$ cat src/rtl/univ_shift_pkg.sv
// univ_shift_pkg -- shared types and defaults for univ_shift_counter.
//
// Contents:
//   op_mode_t        3-bit operation select used by the counter and shift unit
//   DEF_N            default register width
//   DEF_RST_VAL      default reset value (sliced to N bits by the users)
//   is_left_op()     true for operations that move bits toward the MSB
//   is_right_op()    true for operations that move bits toward the LSB
package univ_shift_pkg;

  typedef enum logic [2:0] {
    HOLD = 3'd0,
    UP   = 3'd1,
    DOWN = 3'd2,
    SHL  = 3'd3,
    SHR  = 3'd4,
    ROL  = 3'd5,
    ROR  = 3'd6,
    ASR  = 3'd7
  } op_mode_t;

  localparam int          DEF_N       = 8;
  localparam logic [31:0] DEF_RST_VAL = '0;

  function automatic logic is_left_op(input op_mode_t m);
    return (m == SHL) || (m == ROL);
  endfunction

  function automatic logic is_right_op(input op_mode_t m);
    return (m == SHR) || (m == ROR) || (m == ASR);
  endfunction

endpackage

$ cat src/rtl/univ_shift_counter_shift_unit.sv
// shift_unit -- combinational next-value generator for the shift and
// rotate operations of univ_shift_counter.
//
// Ports:
//   q         in   N  current register value
//   mode      in   3  operation select (op_mode_t)
//   ser_in_l  in   1  serial bit entering at the MSB on SHR
//   ser_in_r  in   1  serial bit entering at the LSB on SHL
//   shift_q   out  N  shifted/rotated value; equals q for non-shift modes
//
// Every bit takes either its lower neighbour (left moves), its upper
// neighbour (right moves) or itself. Only the two edge bits need a mode
// dependent fill value.
module shift_unit
  import univ_shift_pkg::*;
#(
  parameter int N = DEF_N
) (
  input  logic [N-1:0] q,
  input  op_mode_t     mode,
  input  logic         ser_in_l,
  input  logic         ser_in_r,
  output logic [N-1:0] shift_q
);

  logic         fill_lsb;
  logic         fill_msb;
  logic         move_left;
  logic         move_right;
  logic [N-1:0] from_below;
  logic [N-1:0] from_above;

  // Bit entering the LSB on a left move: rotate recycles the MSB.
  assign fill_lsb = (mode == ROL) ? q[N-1] : ser_in_r;

  // Bit entering the MSB on a right move.
  always_comb begin
    fill_msb = ser_in_l;
    case (mode)
      ROR:     fill_msb = q[0];
      ASR:     fill_msb = q[N-1];
      default: fill_msb = ser_in_l;
    endcase
  end

  assign move_left  = is_left_op(mode);
  assign move_right = is_right_op(mode);

  for (genvar gi = 0; gi < N; gi++) begin : g_bit
    if (gi == 0) begin : g_lsb
      assign from_below[gi] = fill_lsb;
    end else begin : g_lsb_n
      assign from_below[gi] = q[gi-1];
    end

    if (gi == N - 1) begin : g_msb
      assign from_above[gi] = fill_msb;
    end else begin : g_msb_n
      assign from_above[gi] = q[gi+1];
    end

    assign shift_q[gi] = move_left  ? from_below[gi] :
                         move_right ? from_above[gi] : q[gi];
  end

endmodule

$ cat src/rtl/univ_shift_counter.sv
// univ_shift_counter -- N-bit register that counts up/down modulo a live
// terminal value, shifts, rotates, loads and clears.
//
// Parameters:
//   N        register width, 2..32
//   RST_VAL  value loaded into q by rst
//
// Ports:
//   clk        in   1  clock, rising edge
//   rst        in   1  synchronous active-high reset (q=RST_VAL, wrap=0)
//   syn_clr    in   1  synchronous clear (q=0, wrap=0)
//   load       in   1  parallel load of d
//   en         in   1  enable the operation selected by mode
//   mode       in   3  op_mode_t operation select
//   d          in   N  parallel load data
//   max_val    in   N  counter terminal value, range 0..max_val
//   ser_in_l   in   1  serial input at MSB (SHR)
//   ser_in_r   in   1  serial input at LSB (SHL)
//   sat        in   1  saturate instead of wrap (only with
//                      UNIV_SHIFT_COUNTER_SAT_EN defined)
//   q          out  N  register value
//   ser_out_l  out  1  q[N-1]
//   ser_out_r  out  1  q[0]
//   tc         out  1  terminal count for the current q and mode
//   wrap       out  1  registered pulse in the cycle after a counter wrap
//
// Priority per edge: rst > syn_clr > load > en.
module univ_shift_counter
  import univ_shift_pkg::*;
#(
  parameter int          N       = DEF_N,
  parameter logic [N-1:0] RST_VAL = DEF_RST_VAL[N-1:0]
) (
  input  logic         clk,
  input  logic         rst,
  input  logic         syn_clr,
  input  logic         load,
  input  logic         en,
  input  op_mode_t     mode,
  input  logic [N-1:0] d,
  input  logic [N-1:0] max_val,
  input  logic         ser_in_l,
  input  logic         ser_in_r,
`ifdef UNIV_SHIFT_COUNTER_SAT_EN
  input  logic         sat,
`endif
  output logic [N-1:0] q,
  output logic         ser_out_l,
  output logic         ser_out_r,
  output logic         tc,
  output logic         wrap
);

  localparam logic [N-1:0] ONE  = {{(N-1){1'b0}}, 1'b1};
  localparam logic [N-1:0] ZERO = '0;

  logic [N-1:0] q_reg;
  logic [N-1:0] q_next;
  logic         wrap_reg;
  logic         wrap_next;
  logic [N-1:0] shift_q;
  logic         sat_on;

`ifdef UNIV_SHIFT_COUNTER_SAT_EN
  assign sat_on = sat;
`else
  assign sat_on = 1'b0;
`endif

  shift_unit #(
    .N(N)
  ) u_shift_unit (
    .q        (q_reg),
    .mode     (mode),
    .ser_in_l (ser_in_l),
    .ser_in_r (ser_in_r),
    .shift_q  (shift_q)
  );

  // Next-state selection below reset; wrap defaults to 0 so that any
  // cycle that does not wrap (clear, load, hold, shift) drops the pulse.
  always_comb begin
    q_next    = q_reg;
    wrap_next = 1'b0;
    if (syn_clr) begin
      q_next = ZERO;
    end else if (load) begin
      q_next = d;
    end else if (en) begin
      case (mode)
        HOLD: q_next = q_reg;
        UP: begin
          // >= rather than == so a loaded value above max_val still wraps,
          // and max_val=0 pins q at 0 with a wrap every enabled cycle.
          if (q_reg >= max_val) begin
            if (sat_on) begin
              q_next = max_val;
            end else begin
              q_next    = ZERO;
              wrap_next = 1'b1;
            end
          end else begin
            q_next = q_reg + ONE;
          end
        end
        DOWN: begin
          if (q_reg == ZERO) begin
            if (sat_on) begin
              q_next = ZERO;
            end else begin
              q_next    = max_val;
              wrap_next = 1'b1;
            end
          end else begin
            q_next = q_reg - ONE;
          end
        end
        default: q_next = shift_q;
      endcase
    end
  end

  always_ff @(posedge clk) begin
    if (rst) begin
      q_reg    <= RST_VAL;
      wrap_reg <= 1'b0;
    end else begin
      q_reg    <= q_next;
      wrap_reg <= wrap_next;
    end
  end

  assign q         = q_reg;
  assign wrap      = wrap_reg;
  assign ser_out_l = q_reg[N-1];
  assign ser_out_r = q_reg[0];
  assign tc        = ((mode == UP) && (q_reg == max_val)) ||
                     ((mode == DOWN) && (q_reg == ZERO));

endmodule

$ cat config.mk
export PLATFORM = sky130hd
export DESIGN_NAME = univ_shift_counter
export DESIGN_NICKNAME = d
export VERILOG_FILES = /design/src/rtl/univ_shift_pkg.sv /design/src/rtl/univ_shift_counter_shift_unit.sv /design/src/rtl/univ_shift_counter.sv
export SDC_FILE = /design/constraint.sdc
export NUM_CORES = 1
export LEC_CHECK = 0
export CAP_MARGIN = 20
export CELL_PAD_IN_SITES_DETAIL_PLACEMENT = 1
export CELL_PAD_IN_SITES_GLOBAL_PLACEMENT = 1
export CORE_ASPECT_RATIO = 0.5
export CORE_MARGIN = 10
export CORE_UTILIZATION = 37
export DETAILED_ROUTE_END_ITERATION = 6
export PLACE_DENSITY = 0.92
export RECOVER_POWER = 25
export SLEW_MARGIN = 20
export SYNTH_ARGS = -nofsm -noshare
export SYNTH_HDL_FRONTEND = slang
export SYNTH_SLANG_ARGS = --single-unit
$ cat constraint.sdc
create_clock -name clk -period 6.24 [get_ports clk]
set_input_delay 1.248 -clock clk [delete_from_list [all_inputs] [get_ports clk]]
set_output_delay 1.248 -clock clk [all_outputs]
set_load 0.02 [all_outputs]
==> results of run 1 <==
-- cells in the final DEF (no fill, tap or decap), types with 3 or more instances in the layout --
cell type / synthesis / layout
nor3_1: 6 / 6
clkbuf_8: 0 / 3
clkdlybuf4s50_1: 0 / 32
inv_1: 12 / 12
a21oi_1: 7 / 7
dfxtp_1: 9 / 9
nand2b_1: 3 / 3
nor2_1: 8 / 8
nand2_1: 12 / 12
nand3_1: 8 / 8
o21ai_0: 7 / 7
mux2i_1: 4 / 4
or2_2: 3 / 3
o21ai_1: 4 / 4
ha_1: 11 / 11
o21a_1: 4 / 4
o31a_1: 4 / 4
xor2_1: 7 / 7
a221oi_1: 8 / 8
dlygate4sd3_1: 0 / 5
-- tightest hold or removal path, cell delays in order (launching register included) --
cell	delay, ns
dfxtp_1	0.49
inv_1	0.15
o22ai_1	0.07
-- stage by stage --
stage	hold slack (ns)	total power (W)	worst slack [ns]
floorplan	0.713	0.000137	2.48
global placement	0.716	0.000172	1.69
detailed placement	0.726	0.000176	1.58
CTS	0.758	0.000249	1.56
global route	0.802	0.000263	1.42
finish	0.758	0.000251	1.55
-- power breakdown --
group	internal, W	switching, W
combinational	0.0000503	0.0000574
clock	0.0000450	0.0000277
sequential	0.0000601	0.0000101
total	0.000155	0.0000952
-- logic make-up (layout without fill, tap and decap cells) --
| family | count (synthesis) | after routing |
|---|---|---|
| buffers and inverters | 27 | 53 |
| DFF | 9 | 9 |
| AOI/OAI and AO/OA | 59 | 59 |
| muxes | 4 | 4 |
| xor gates and xnor gates | 8 | 8 |
| adders and majority gates | 11 | 11 |
| and+or+nand+nor | 57 | 57 |
-- cell usage after synthesis, drive strengths merged, types with 2 or more instances --
master | count | area, um2
xor2 | 7 | 61.3
nor2 | 8 | 30.0
o21a | 4 | 30.0
nand3 | 8 | 40.0
a221oi | 8 | 70.1
ha | 11 | 138
a22o | 2 | 17.5
nand2 | 13 | 51.3
nor3b | 2 | 15.0
buf | 10 | 70.1
or2 | 3 | 18.8
o21ai | 12 | 63.8
nand4 | 2 | 12.5
a21oi | 7 | 35.0
a31oi | 2 | 12.5
o221a | 2 | 22.5
clkbuf | 5 | 18.8
or3b | 2 | 20.0
nand2b | 3 | 18.8
a2111oi | 2 | 23.8
o31ai | 3 | 27.5
a211oi | 2 | 32.5
and2 | 2 | 12.5
mux2i | 4 | 40.0
a31o | 2 | 17.5
inv | 12 | 45.0
dfxtp | 9 | 180
nand3b | 2 | 15.0
nor3 | 8 | 50.1
o31a | 4 | 35.0
a21o | 2 | 15.0
-- layer usage --
layer | track usage | wire length (um)
met5 | 0 | 0
met4 | 0.0705 | 165
met3 | 0.0401 | 427
met2 | 0.243 | 2360
met1 | 0.192 | 2300
-- layout make-up --
type | instances | area (um2) | share of cell area
flip-flops and latches | 9 | 180 | 0.103
repair buffers | 37 | 370 | 0.212
clock buffers | 4 | 45.0 | 0.0258
well taps | 51 | 63.8 | 0.0366
inverters | 12 | 45.0 | 0.0258
multi-input cells | 139 | 1040 | 0.596
-- worst paths after layout --
check                                 from    to  slack, ns  cells past startpoint
worst max-delay path            max_val[6]    tc       1.55                      7
worst min-delay path                  q[2]  q[2]       0.76                      2
worst max register to register        q[0]  q[1]       3.67                      7
worst min register to register        q[2]  q[2]       0.76                      2
==> flow_summary_export.csv, run 1 <==
group,metric,value,unit
run_status,outcome,"completed",
clocking,cts_buffer_depth,2,
routing,wirelength,5250,um
place,gp_congestion,0.910,
grt,grt_start_max_net_pins,16,
yosys,synth-simple-area-share,0.243,
clocking,cts_inserted_buffers,3,
routing,wire_per_inst,20.8,um
grt,grt.total_usage,0.154,
yosys,ys_async_sr_fraction,0,
yosys,postSynthAreaPerCell,7.74,um2
timing,clock.fmax,213,MHz
place,hpwl,3900,um
layout,design_area,1740,um2
yosys,synth_seq_cells,9,
worst_setup_path,worst_path_max_delay_cell,"clkdlybuf4s50_1",
clocking,clk_latency,0.24,ns
yosys,synthCells,175,
min_path,hold_class,"reg -> reg",
layout,instances_no_fill,252,
timing,min_period,4.69,ns
pwr,vdd_drop_max,0.0737,mV
routing,drt_iter0_drc,132,
floorplanning,dieArea,6630,um2
worst_setup_path,critPathArrivalTime,3.44,ns
grt,grt_pass1_wl,8540,um
flow_run,cap_violations,0,
worst_setup_path,worstPathRequired,4.99,ns
worst_setup_path,crit_buf_inv,3,
yosys,ys.flop_type,"dfxtp_1",
yosys,ys_seq_area_frac,0.133,
floorplanning,fp.dieW,106,um
yosys,ys_warn_count,0,
timing,period_share,0.752,
layout,fillers,427,
clocking,cts_root_buf,"clkbuf_8",
timing,slew_headroom,0.536,
floorplanning,rows,15,
clocking,cts_hold_buf,0,
yosys,synth_edf_count,0,
pwr,power.density,144,nW/um2
floorplanning,io_pins,38,
worst_setup_path,critPathCaptureType,"output pin",
grt,antenna_found_initial,0,
yosys,yosysUniqueCellTypes,53,
routing,ant_nets,0,
timing,finalSetupTns,0,ns
floorplanning,fp.dieH,62.8,um
worst_setup_path,startpoint_type,"input port",
routing,drc,0,
clocking,postCtsSetupRepairBufs,0,
timing,drv_slew,0,
timing,clock_skew,0.000812,ns
clocking,path_clk_slew,0.05,ns
layout,fin_nets,239,
yosys,synth.net_count,212,
clocking,post_cts_resize_count,0,
grt,grt_pass1_vias,1655,
floorplanning,core-area,3470,um2
timing,final-setup-viol-count,0,
layout,antennaDiodeCount,0,
layout,syn_to_final_growth,28.8,%
yosys,synth-compound-area-share,0.342,
yosys,yosys.area_share.adder,0.102,
routing,vias_per_cell,6.00,
place,portBuffers,37,
layout,largest_reg_flops,8,
worst_setup_path,critPathMostFrequentCell,"clkdlybuf4s50_1",
timing,hold_viol_final,0,
worst_setup_path,critical_path_class,"in -> out",
worst_setup_path,crit_family,"buffers and inverters",
grt,gr-total-overflow,0,
timing,rsz0062_at_grt,"false",
clocking,cts_tree,"built",
worst_setup_path,crit_chain,"clkdlybuf4s50_1 -> inv_1 -> ha_1 -> and2_1 -> nand3_1 -> o31ai_1 -> clkdlybuf4s50_1",
layout,drive_gt1_frac,0.0796,
timing,tightest_slew,0.691,ns
clocking,cts_max_level,1,
worst_setup_path,critPathMaxFanout,4,
place,placed_cells,248,
routing,first_pass_iters,4,
pwr,power.leakage,0.694,nW
yosys,synth-xor-area-share,0.0518,
layout,post-route-util,0.502,
worst_setup_path,critPathMaxStageDelay,0.65,ns
clocking,cts_sinks,9,
floorplanning,initial_core_util,0.390,
yosys,synthMuxAreaShare,0.0296,
routing,via_count,1512,
yosys,synth_top_family_by_area,"compound AO/OA/AOI/OAI gates",
place,place_area,1700,um2
yosys,netlist_area,1350,um2
(Power assumes the default switching activity.)
==> run 2, diff against run 1 <==
--- a/config.mk
+++ b/config.mk
@@ -10,9 +10,9 @@
 export CELL_PAD_IN_SITES_GLOBAL_PLACEMENT = 1
 export CORE_ASPECT_RATIO = 0.5
 export CORE_MARGIN = 10
-export CORE_UTILIZATION = 37
+export CORE_UTILIZATION = 35
 export DETAILED_ROUTE_END_ITERATION = 6
-export PLACE_DENSITY = 0.92
+export PLACE_DENSITY = 0.88
 export RECOVER_POWER = 25
 export SLEW_MARGIN = 20
 export SYNTH_ARGS = -nofsm -noshare
==> constraint.sdc (replaced) <==
create_clock -name clk -period 4.58 [get_ports clk]
set_input_delay 0.916 -clock clk [delete_from_list [all_inputs] [get_ports clk]]
set_output_delay 0.916 -clock clk [all_outputs]
set_load 0.02 [all_outputs]
==> flow_summary_export.csv, run 2 (synthesis gave the netlist of run 1 again) <==
group,metric,value,unit
run_status,outcome,"completed",
floorplanning,fp.dieH,64.0,um
pwr,power.density,195,nW/um2
layout,seq_area,180,um2
clocking,cts_buffer_depth,2,
flow_run,cap_violations,0,
routing,wire_per_inst,20.2,um
layout,largest_reg_flops,8,
clocking,post_cts_resize_count,0,
routing,wirelength,5090,um
timing,clock.fmax,252,MHz
floorplanning,core-area,3570,um2
routing,drt_iter0_drc,81,
worst_setup_path,critical_path_class,"in -> out",
pwr,power.leakage,0.694,nW
clocking,cts_hold_buf,0,
grt,grt_start_max_net_pins,16,
clocking,clk_latency,0.24,ns
timing,finalSetupTns,0,ns
pwr,vdd_drop_max,0.105,mV
layout,drive_gt1_frac,0.0796,
clocking,cts_inserted_buffers,3,
min_path,hold_class,"reg -> reg",
worst_setup_path,critPathArrivalTime,3.05,ns
routing,drc,0,
floorplanning,initial_core_util,0.380,
timing,slew_headroom,0.501,
worst_setup_path,reg2reg_from,"q[0]",
layout,syn_to_final_growth,28.8,%
grt,grt_pass1_wl,8200,um
clocking,cts_max_level,1,
timing,final-setup-viol-count,0,
worst_setup_path,critPathCaptureType,"output pin",
routing,vias_per_cell,6.00,
layout,layout_commonest_cell,"clkdlybuf4s50_1",
timing,hold_viol_final,0,
grt,gr-total-overflow,0,
clocking,cts_sinks,9,
timing,rsz0062_at_grt,"false",
clocking,path_clk_slew,0.05,ns
grt,antenna_found_initial,0,
worst_setup_path,cp-startpoint,"mode[1]",
worst_setup_path,startpoint_type,"input port",
grt,grt_pass1_vias,1582,
place,portBuffers,37,
layout,fillers,452,
clocking,postCtsSetupRepairBufs,0,
floorplanning,io_pins,38,
layout,mostFrequentLayoutCells,"32 x clkdlybuf4s50_1, 12 x inv_1, 12 x nand2_1, 11 x ha_1, 9 x dfxtp_1",
routing,via_count,1512,
place,gp_congestion,0.889,
timing,period_share,0.865,
layout,post-route-util,0.489,
floorplanning,fp.dieW,108,um
floorplanning,rows,15,
routing,ant_nets,0,
worst_setup_path,worstPathRequired,3.66,ns
layout,multi_input_area,1040,um2
timing,clock_skew,0.00694,ns
grt,grt.total_usage,0.146,
layout,fin_nets,239,
timing,tightest_slew,0.743,ns
floorplanning,dieArea,6910,um2
timing,min_period,3.96,ns
clocking,cts_tree,"built",
worst_setup_path,critPathMaxFanout,13,
clocking,cts_root_buf,"clkbuf_8",
layout,antennaDiodeCount,0,
timing,drv_slew,0,
place,hpwl,3940,um
routing,first_pass_iters,4,
min_path,worstHoldStart,"q[1]",
==> run 2: where the power goes <==
group          internal, W  switching, W
Clock            0.0000612     0.0000372
Combinational    0.0000683     0.0000776
Sequential       0.0000819     0.0000135
Total             0.000211      0.000128
==> run 2: final timing paths <==
path               end  slack, ns  cells past startpoint
setup / recovery    tc       0.62                      5
hold / removal    q[1]       0.75                      2
setup reg to reg  q[1]       2.05                      7
hold reg to reg   q[1]       0.75                      2
==> run 2: layout make-up <==
type | instances | area share
multi-input combinational | 139 | 0.596
tap | 51 | 0.0366
inverter | 12 | 0.0258
timing repair buffer | 37 | 0.212
sequential | 9 | 0.103
clock buffer | 4 | 0.0258
==> run 2: layer usage <==
metal  vias up  track usage  wire length (um)
met2        47        0.240              2420
met4         0       0.0513                47
met1       755        0.186              2370
met5         -            0                 0
li1        706            -                 -
met3         4       0.0260               243
==> run 2: critical path: stages <==
cell and delay, ns:
clkdlybuf4s50_1 0.72, nor3b_1 0.48, nand3_1 0.19, o31ai_1 0.10, clkdlybuf4s50_1 0.64
==> run 2: stage by stage <==
| stage | instances | setup WS, ns | hold WS (ns) | cell area, um2 | power [W] |
|---|---|---|---|---|---|
| floorplan | 175 | 1.49 | 0.713 | 1350 | 0.000186 |
| global placement | 248 | 0.684 | 0.710 | 1700 | 0.000233 |
| finish | 252 | 0.618 | 0.754 | 1740 | 0.000340 |
| CTS | 252 | 0.625 | 0.752 | 1740 | 0.000336 |
| global route | 252 | 0.383 | 0.790 | 1740 | 0.000356 |
| detailed placement | 248 | 0.639 | 0.731 | 1700 | 0.000239 |
